<file path="config.mk">
export PLATFORM = sky130hd
export DESIGN_NAME = pipelined_cla_adder
export DESIGN_NICKNAME = d
export VERILOG_FILES = /design/src/rtl/pipelined_cla_adder.sv
export SDC_FILE = /design/constraint.sdc
export NUM_CORES = 1
export LEC_CHECK = 0
export CELL_PAD_IN_SITES_DETAIL_PLACEMENT = 2
export CELL_PAD_IN_SITES_GLOBAL_PLACEMENT = 2
export CORE_UTILIZATION = 37
export DETAILED_ROUTE_END_ITERATION = 16
export PLACE_DENSITY_LB_ADDON = 0.1
export SYNTH_ARGS = -nofsm -noshare
export SYNTH_HDL_FRONTEND = slang
export SYNTH_SLANG_ARGS = --single-unit
</file>
<file path="constraint.sdc">
create_clock -name clk -period 7.47 [get_ports clk]
set_input_delay 1.494 -clock clk [delete_from_list [all_inputs] [get_ports clk]]
set_output_delay 1.494 -clock clk [all_outputs]
set_load 0.03 [all_outputs]
</file>
<file path="src/rtl/pipelined_cla_adder.sv">
// Pipelined W-bit add/subtract: one SEG-bit carry-lookahead segment is resolved per stage,
// with the inter-segment carry and the not-yet-used operand bits skewed through registers.
module pipelined_cla_adder #(
  parameter int W   = 64,
  parameter int SEG = 16
) (
  input  logic         clk,
  input  logic         rst_n,
  input  logic         in_valid,
  output logic         in_ready,
  input  logic [W-1:0] a,
  input  logic [W-1:0] b,
  input  logic         c_in,
  input  logic         sub,
  output logic         out_valid,
  input  logic         out_ready,
  output logic [W-1:0] sum,
  output logic         c_out,
  output logic         ovf
);

  localparam int NSEG = W / SEG;
  localparam int NGRP = SEG / 4;

  if (W % SEG != 0) begin : g_chk_w
    $error("pipelined_cla_adder: W must be a multiple of SEG");
  end
  if ((SEG % 4 != 0) || (SEG < 4)) begin : g_chk_seg
    $error("pipelined_cla_adder: SEG must be a non-zero multiple of 4");
  end

  // Returns {carry_out, sum}. Group carries are flat sums of products of the group
  // generate/propagate terms, so no carry ripples from one 4-bit group into the next.
  function automatic logic [SEG:0] cla_seg(input logic [SEG-1:0] x,
                                           input logic [SEG-1:0] y,
                                           input logic           ci);
    logic [SEG-1:0]  g;
    logic [SEG-1:0]  p;
    logic [SEG-1:0]  c;
    logic [NGRP-1:0] gg;
    logic [NGRP-1:0] gp;
    logic [NGRP:0]   gc;
    logic            t;
    g = x & y;
    p = x ^ y;
    for (int j = 0; j < NGRP; j++) begin
      gp[j] = &p[4*j +: 4];
      gg[j] = g[4*j+3] | (p[4*j+3] & g[4*j+2]) | (p[4*j+3] & p[4*j+2] & g[4*j+1]) |
              (p[4*j+3] & p[4*j+2] & p[4*j+1] & g[4*j]);
    end
    gc[0] = ci;
    for (int j = 1; j <= NGRP; j++) begin
      t = ci;
      for (int m = 0; m < j; m++) t &= gp[m];
      gc[j] = t;
      for (int i = 0; i < j; i++) begin
        t = gg[i];
        for (int m = i + 1; m < j; m++) t &= gp[m];
        gc[j] |= t;
      end
    end
    for (int j = 0; j < NGRP; j++) begin
      c[4*j]   = gc[j];
      c[4*j+1] = g[4*j] | (p[4*j] & gc[j]);
      c[4*j+2] = g[4*j+1] | (p[4*j+1] & g[4*j]) | (p[4*j+1] & p[4*j] & gc[j]);
      c[4*j+3] = g[4*j+2] | (p[4*j+2] & g[4*j+1]) | (p[4*j+2] & p[4*j+1] & g[4*j]) |
                 (p[4*j+2] & p[4*j+1] & p[4*j] & gc[j]);
    end
    return {gc[NGRP], p ^ c};
  endfunction

  logic adv;
  logic ovf_d;
  logic ovf_q;

  // Every stage advances together; the only stall source is a held output beat.
  always_comb begin
    adv = !g_stage[NSEG-1].vld_q || out_ready;
  end

  for (genvar k = 0; k < NSEG; k++) begin : g_stage
    localparam int OW = W - k * SEG;
    localparam int RW = (k + 1) * SEG;
    logic [OW-1:0]  op_a;
    logic [OW-1:0]  op_b;
    logic           seg_cin;
    logic [SEG:0]   seg_r;
    logic           vld_d;
    logic           vld_q;
    logic           cy_d;
    logic           cy_q;
    logic [RW-1:0]  res_d;
    logic [RW-1:0]  res_q;

    if (k == 0) begin : g_first
      always_comb begin
        op_a    = a;
        op_b    = sub ? ~b : b;
        seg_cin = sub ? 1'b1 : c_in;
        seg_r   = cla_seg(op_a[SEG-1:0], op_b[SEG-1:0], seg_cin);
        vld_d   = vld_q;
        cy_d    = cy_q;
        res_d   = res_q;
        if (adv) begin
          vld_d = in_valid;
          cy_d  = seg_r[SEG];
          res_d = seg_r[SEG-1:0];
        end
      end
    end else begin : g_next
      always_comb begin
        op_a    = g_skew[k-1].opa_q;
        op_b    = g_skew[k-1].opb_q;
        seg_cin = g_stage[k-1].cy_q;
        seg_r   = cla_seg(op_a[SEG-1:0], op_b[SEG-1:0], seg_cin);
        vld_d   = vld_q;
        cy_d    = cy_q;
        res_d   = res_q;
        if (adv) begin
          vld_d = g_stage[k-1].vld_q;
          cy_d  = seg_r[SEG];
          res_d = {seg_r[SEG-1:0], g_stage[k-1].res_q};
        end
      end
    end

    always_ff @(posedge clk or negedge rst_n) begin
      if (!rst_n) begin
        vld_q <= 1'b0;
        cy_q  <= 1'b0;
        res_q <= '0;
      end else begin
        vld_q <= vld_d;
        cy_q  <= cy_d;
        res_q <= res_d;
      end
    end
  end

  // Skew registers carry only the operand bits that later stages still need.
  for (genvar k = 0; k < NSEG - 1; k++) begin : g_skew
    localparam int SW = W - (k + 1) * SEG;
    logic [SW-1:0] opa_d;
    logic [SW-1:0] opa_q;
    logic [SW-1:0] opb_d;
    logic [SW-1:0] opb_q;

    always_comb begin
      opa_d = opa_q;
      opb_d = opb_q;
      if (adv) begin
        opa_d = g_stage[k].op_a[W-k*SEG-1:SEG];
        opb_d = g_stage[k].op_b[W-k*SEG-1:SEG];
      end
    end

    always_ff @(posedge clk or negedge rst_n) begin
      if (!rst_n) begin
        opa_q <= '0;
        opb_q <= '0;
      end else begin
        opa_q <= opa_d;
        opb_q <= opb_d;
      end
    end
  end

  // Carry into the MSB is recovered as sum ^ a ^ b at that bit.
  always_comb begin
    ovf_d = ovf_q;
    if (adv) begin
      ovf_d = g_stage[NSEG-1].seg_r[SEG-1] ^ g_stage[NSEG-1].op_a[SEG-1] ^
              g_stage[NSEG-1].op_b[SEG-1] ^ g_stage[NSEG-1].seg_r[SEG];
    end
  end

  always_ff @(posedge clk or negedge rst_n) begin
    if (!rst_n) begin
      ovf_q <= 1'b0;
    end else begin
      ovf_q <= ovf_d;
    end
  end

  assign in_ready  = adv;
  assign out_valid = g_stage[NSEG-1].vld_q;
  assign sum       = g_stage[NSEG-1].res_q;
  assign c_out     = g_stage[NSEG-1].cy_q;
  assign ovf       = ovf_q;

endmodule
</file>
# == Word level (Yosys, flattened, before mapping) ==
# Index checks and enable logic that the tools add are counted.
# W data, S select, Z words.
# op_classes
reduce_logical,18
bitwise_logic,464
n_mux,2
# op_table
op,n
$and A1 B1 Y1,264
$or A1 B1 Y1,184
$xor A16 B16 Y16,8
$and A16 B16 Y16,4
$mux W64,1
$not A64 Y64,1
$reduce_and A4 Y1,16
$xor A1 B1 Y1,3
$logic_not A1 Y1,1
$logic_or A1 B1 Y1,1
$mux W1,1
# totals
wordCells,503
regBits,361
out_inout_bits,68
input_bits,134

# == Logic depth before layout (Yosys ltp) ==
# logic_depth
depth_word,16
depth_mapped,14
ltp_nobuf,12

# == Worst setup path after synthesis ==
# Ideal clock, no wire load.
# synth_path
path_kind,input port to flip-flop
start,input port sub
end,register g_stage[0].res_q[9]
stages,13
setup_ns,0.154
path_buffers,2
required_ns,7.316
slack_ns,3.138
arrival_time_ns,4.179
path_cell_list,clkbuf_1 buf_1 xor2_1 ha_1 o21ai_1 a21oi_1 o21a_1 o21ai_1 and2_1 o21a_1 fa_1 xor2_1 a21oi_1
# synth_via
elab_chain_len,12
word_cells_on_any_way,30
cone_classes,mux (2); bitwise (26); reduce/logical (2)
# synth_rtl
element,line,rtl
"start, declared",14,"input logic sub,"
$mux W64,98,op_b = sub ? ~b : b;
$xor A16 B16 Y16 / $and A16 B16 Y16 (equally long branches),"45, 44",
"$and A1 B1 Y1, on equally long branches","48, 49",
"$or A1 B1 Y1, or another cell as far along",48,gg[j] = g[4*j+3] | (p[4*j+3] & g[4*j+2]) | (p[4*j+3] & p[4*j+2] & g[4*j+1]) |
$or A1 B1 Y1 / $and A1 B1 Y1 (equally long branches),"48, 49",
$or A1 B1 Y1,48,
$and A1 B1 Y1,58,for (int m = i + 1; m < j; m++) t &= gp[m];
$or A1 B1 Y1 (2 in series),59,gc[j] |= t;
$and A1 B1 Y1,64,c[4*j+1] = g[4*j] | (p[4*j] & gc[j]);
$or A1 B1 Y1,64,
$xor A16 B16 Y16 *,69,"return {gc[NGRP], p ^ c};"
"end signal, assigned",135,res_q <= res_d;
"end, declared",93,logic [RW-1:0] res_q;
# Mark *: on every way between the ends. The rest lies on a longest branch, timed or not.
# A chain may end at the register's enable or synchronous reset.

# == Worst setup path in the final report ==
# layout_path
start,input port out_ready
end,output port in_ready
# layout_via
elab_chain_len,1
# layout_rtl
element,line,rtl
"start, declared",16,"input logic out_ready,"
$logic_or A1 B1 Y1,78,adv = !g_stage[NSEG-1].vld_q || out_ready;
"end, declared",10,"output logic in_ready,"
# Every way passes these cells.

==> flow_metrics.env <==
export IMPL_status="finished clean"
export IMPL_synth_area_leader_cell="dfrtp_1"
export IMPL_cp_max_fo=92
export IMPL_wire_per_inst_um=17.1
export IMPL_synth_enable_flop_cells=0
export IMPL_post_route_worst_setup_slack_ns=2.76
export IMPL_die_x_um=213
export IMPL_post_synth_cell_area_avg_um2=9.14
export IMPL_num_nets_final=2178
export IMPL_critPathRequiredTime_ns=5.98
export IMPL_drc=0
export IMPL_first_global_vias=14185
export IMPL_synthesis_instances=1796
export IMPL_fraction_of_the_yosys_area_taken_by_sequential_cells_pct=55.1
export IMPL_place_area_um2=18900
export IMPL_post_cts_repair_setup_buffers=0
export IMPL_die_h_um=213
export IMPL_antennaDiodeCount=0
export IMPL_max_cap_violations=0
export IMPL_worst_slew_pin_transition_ns=0.932
export IMPL_drt_vias_per_instance=4.89
export IMPL_wire_length_of_the_first_global_routing_pass_um=73200
export IMPL_postSynthRegisterBits=361
export IMPL_timing_hold_violations_final=0
export IMPL_insertion_delay_ns=0.56
export IMPL_yosysWarnings=0
export IMPL_mappedNetlistNets=2010
export IMPL_hold_path_class="reg2reg"
export IMPL_cts_root_buf="clkbuf_16"
export IMPL_grt_total_usage_pct=20.4
export IMPL_maxSlewViolCount=0
export IMPL_detail_route_first_pass_iterations=4
export IMPL_fmaxAchievable_mhz=212
export IMPL_final_hold_worst_slack_ns=0.460
export IMPL_synth_area_leaders="dfrtp_1, nand2_1, ha_1"
export IMPL_ys_flop_type="dfrtp_1"
export IMPL_area_of_the_core_um2=43400
export IMPL_finClkSkew_ns=0.00904
export IMPL_detailroute_via_count=12604
export IMPL_place_port_buffers=201
export IMPL_netlist_area_um2=16400
export IMPL_cts_resized=0
export IMPL_hpwlAfterDp_um=29000
export IMPL_rows=76
export IMPL_final_common_cell="nand2_1"
export IMPL_layout_cell_area_non_filler_um2=20400
export IMPL_start_util_pct=37.8
export IMPL_routed_wirelength_um=44000
export IMPL_synthArstFlopShare_pct=100
export IMPL_setup_tns_final_ns=0
export IMPL_clk_transition_reported_paths_ns=0.05
export IMPL_critical_path_class="in2out"
export IMPL_tritoncts="done"
export IMPL_post_synth_num_cell_types=55
export IMPL_final_cell_mix="nand2_1, dfrtp_1, clkdlybuf4s50_1"
export IMPL_grt_antenna_before_repair=0
export IMPL_yosys_area_top_type_share_pct=55.1
export IMPL_clock_sink_count=361
export IMPL_die_area_um2=45200
export IMPL_boundaryPins=202
export IMPL_grt_setup_unrepaired="no"
export IMPL_gr_total_overflow=0
export IMPL_flow_area_growth_from_synthesis_pct=24.1
export IMPL_critical_path_endpoint_type="output pin"
export IMPL_post_place_ws_ns=2.50
export IMPL_cts_buffers_inserted=43
export IMPL_cts_hold_buffers_added=0
export IMPL_period_share_pct=63.1
export IMPL_drt_iter0_markers=622
export IMPL_grt_start_max_net_pins=208
export IMPL_power_density_nw_per_um2=449
export IMPL_arrival_ns=3.22
export IMPL_ctsLongestPathBuffers=3
export IMPL_route_antenna_remaining_nets=0
export IMPL_relSlewSlack_pct=37.9
export IMPL_power_ir_vdd_worst_mv=0.177
export IMPL_final_layout_size_suffix_gt1_share_pct=4.77
export IMPL_p_leak_nw=9.91
export IMPL_worstSetupStartpointType="input pin"
export IMPL_place_congestion=0.769
export IMPL_finish_utilization_pct=47.0
export IMPL_timing_final_setup_violations=0
export IMPL_h_tree_depth=2
export IMPL_layout_min_cycle_time_ns=4.71
-- report_power, final --
part	internal [mW]	total, mW	switching (mW)
clock network	1.29	2.11	0.826
registers	2.84	3.37	0.533
logic	1.47	3.66	2.19
-- layout make-up --
| class | count | area, um^2 |
|---|---|---|
| fillers | 4718 | 23000 |
| flip-flops and latches | 361 | 9030 |
| multi-input cells | 1318 | 6930 |
| repair buffers | 210 | 2120 |
| clock buffers | 64 | 1330 |
| well taps | 585 | 732 |
| inverters | 30 | 120 |
| clock inverters | 9 | 100 |
-- registers in the layout (all words and copies together), names as in the netlist --
name / count
g_stage.res_q: 96
ovf: 1
out_valid: 1
g_skew.opb_q: 96
g_stage.cy_q: 3
g_stage.vld_q: 3
c_out: 1
sum: 64
g_skew.opa_q: 96
-- logic make-up after synthesis --
kind of cell	share of synthesized area, %
mux	0.0686
flops	55.1
buf+inv	2.78
compound gates	8.11
fa+ha+maj	6.83
simple gates	21.7
xor+xnor	5.44
-- metrics by stage --
step / std cells / power, mW
2_1_floorplan: 1796 / 5.79
3_3_place_gp: 2504 / 6.87
3_5_place_dp: 2504 / 7.10
4_1_cts: 2577 / 9.33
5_1_grt: 2577 / 9.88
6_report: 2577 / 9.14
-- critical path, cell delays in order --
cell             delay [ns]
clkdlybuf4s50_1        0.51
nor2b_4                0.08
inv_8                  0.32
clkdlybuf4s50_1        0.78
-- synthesized netlist by cell type, types with 16 or more instances --
cell      instances
ha_1             64
xnor2_1          72
a21oi_1          58
nor2_1           42
a21o_1           18
dfrtp_1         361
fa_1             16
inv_1            29
o21ai_0          72
xor2_1           30
nand2_1         832
clkbuf_1         64
-- routing by layer --
layer	GRT usage, %	vias up	part of all wire [%]
met1	24.8	6301	43
met3	3.56	84	3.3
met2	36.6	166	51
met5	0	-	0
met4	6.43	0	2.7
li1	-	6053	-
-- final timing paths --
kind,startpoint,to,cells past startpoint,slack (ns)
worst max-delay path,out_ready,in_ready,4,2.76
worst min-delay path,sum[45],sum[45],2,0.46
worst max register to register,g_skew[2].opa_q[1],sum[61],10,4.58
worst min register to register,sum[45],sum[45],2,0.46
max in group asynchronous,rst_n,g_skew[2].opa_q[7],2,5.02
min in group asynchronous,rst_n,g_stage[2].res_q[28],1,0.99
Note: power is estimated with default switching activity, not from simulation.
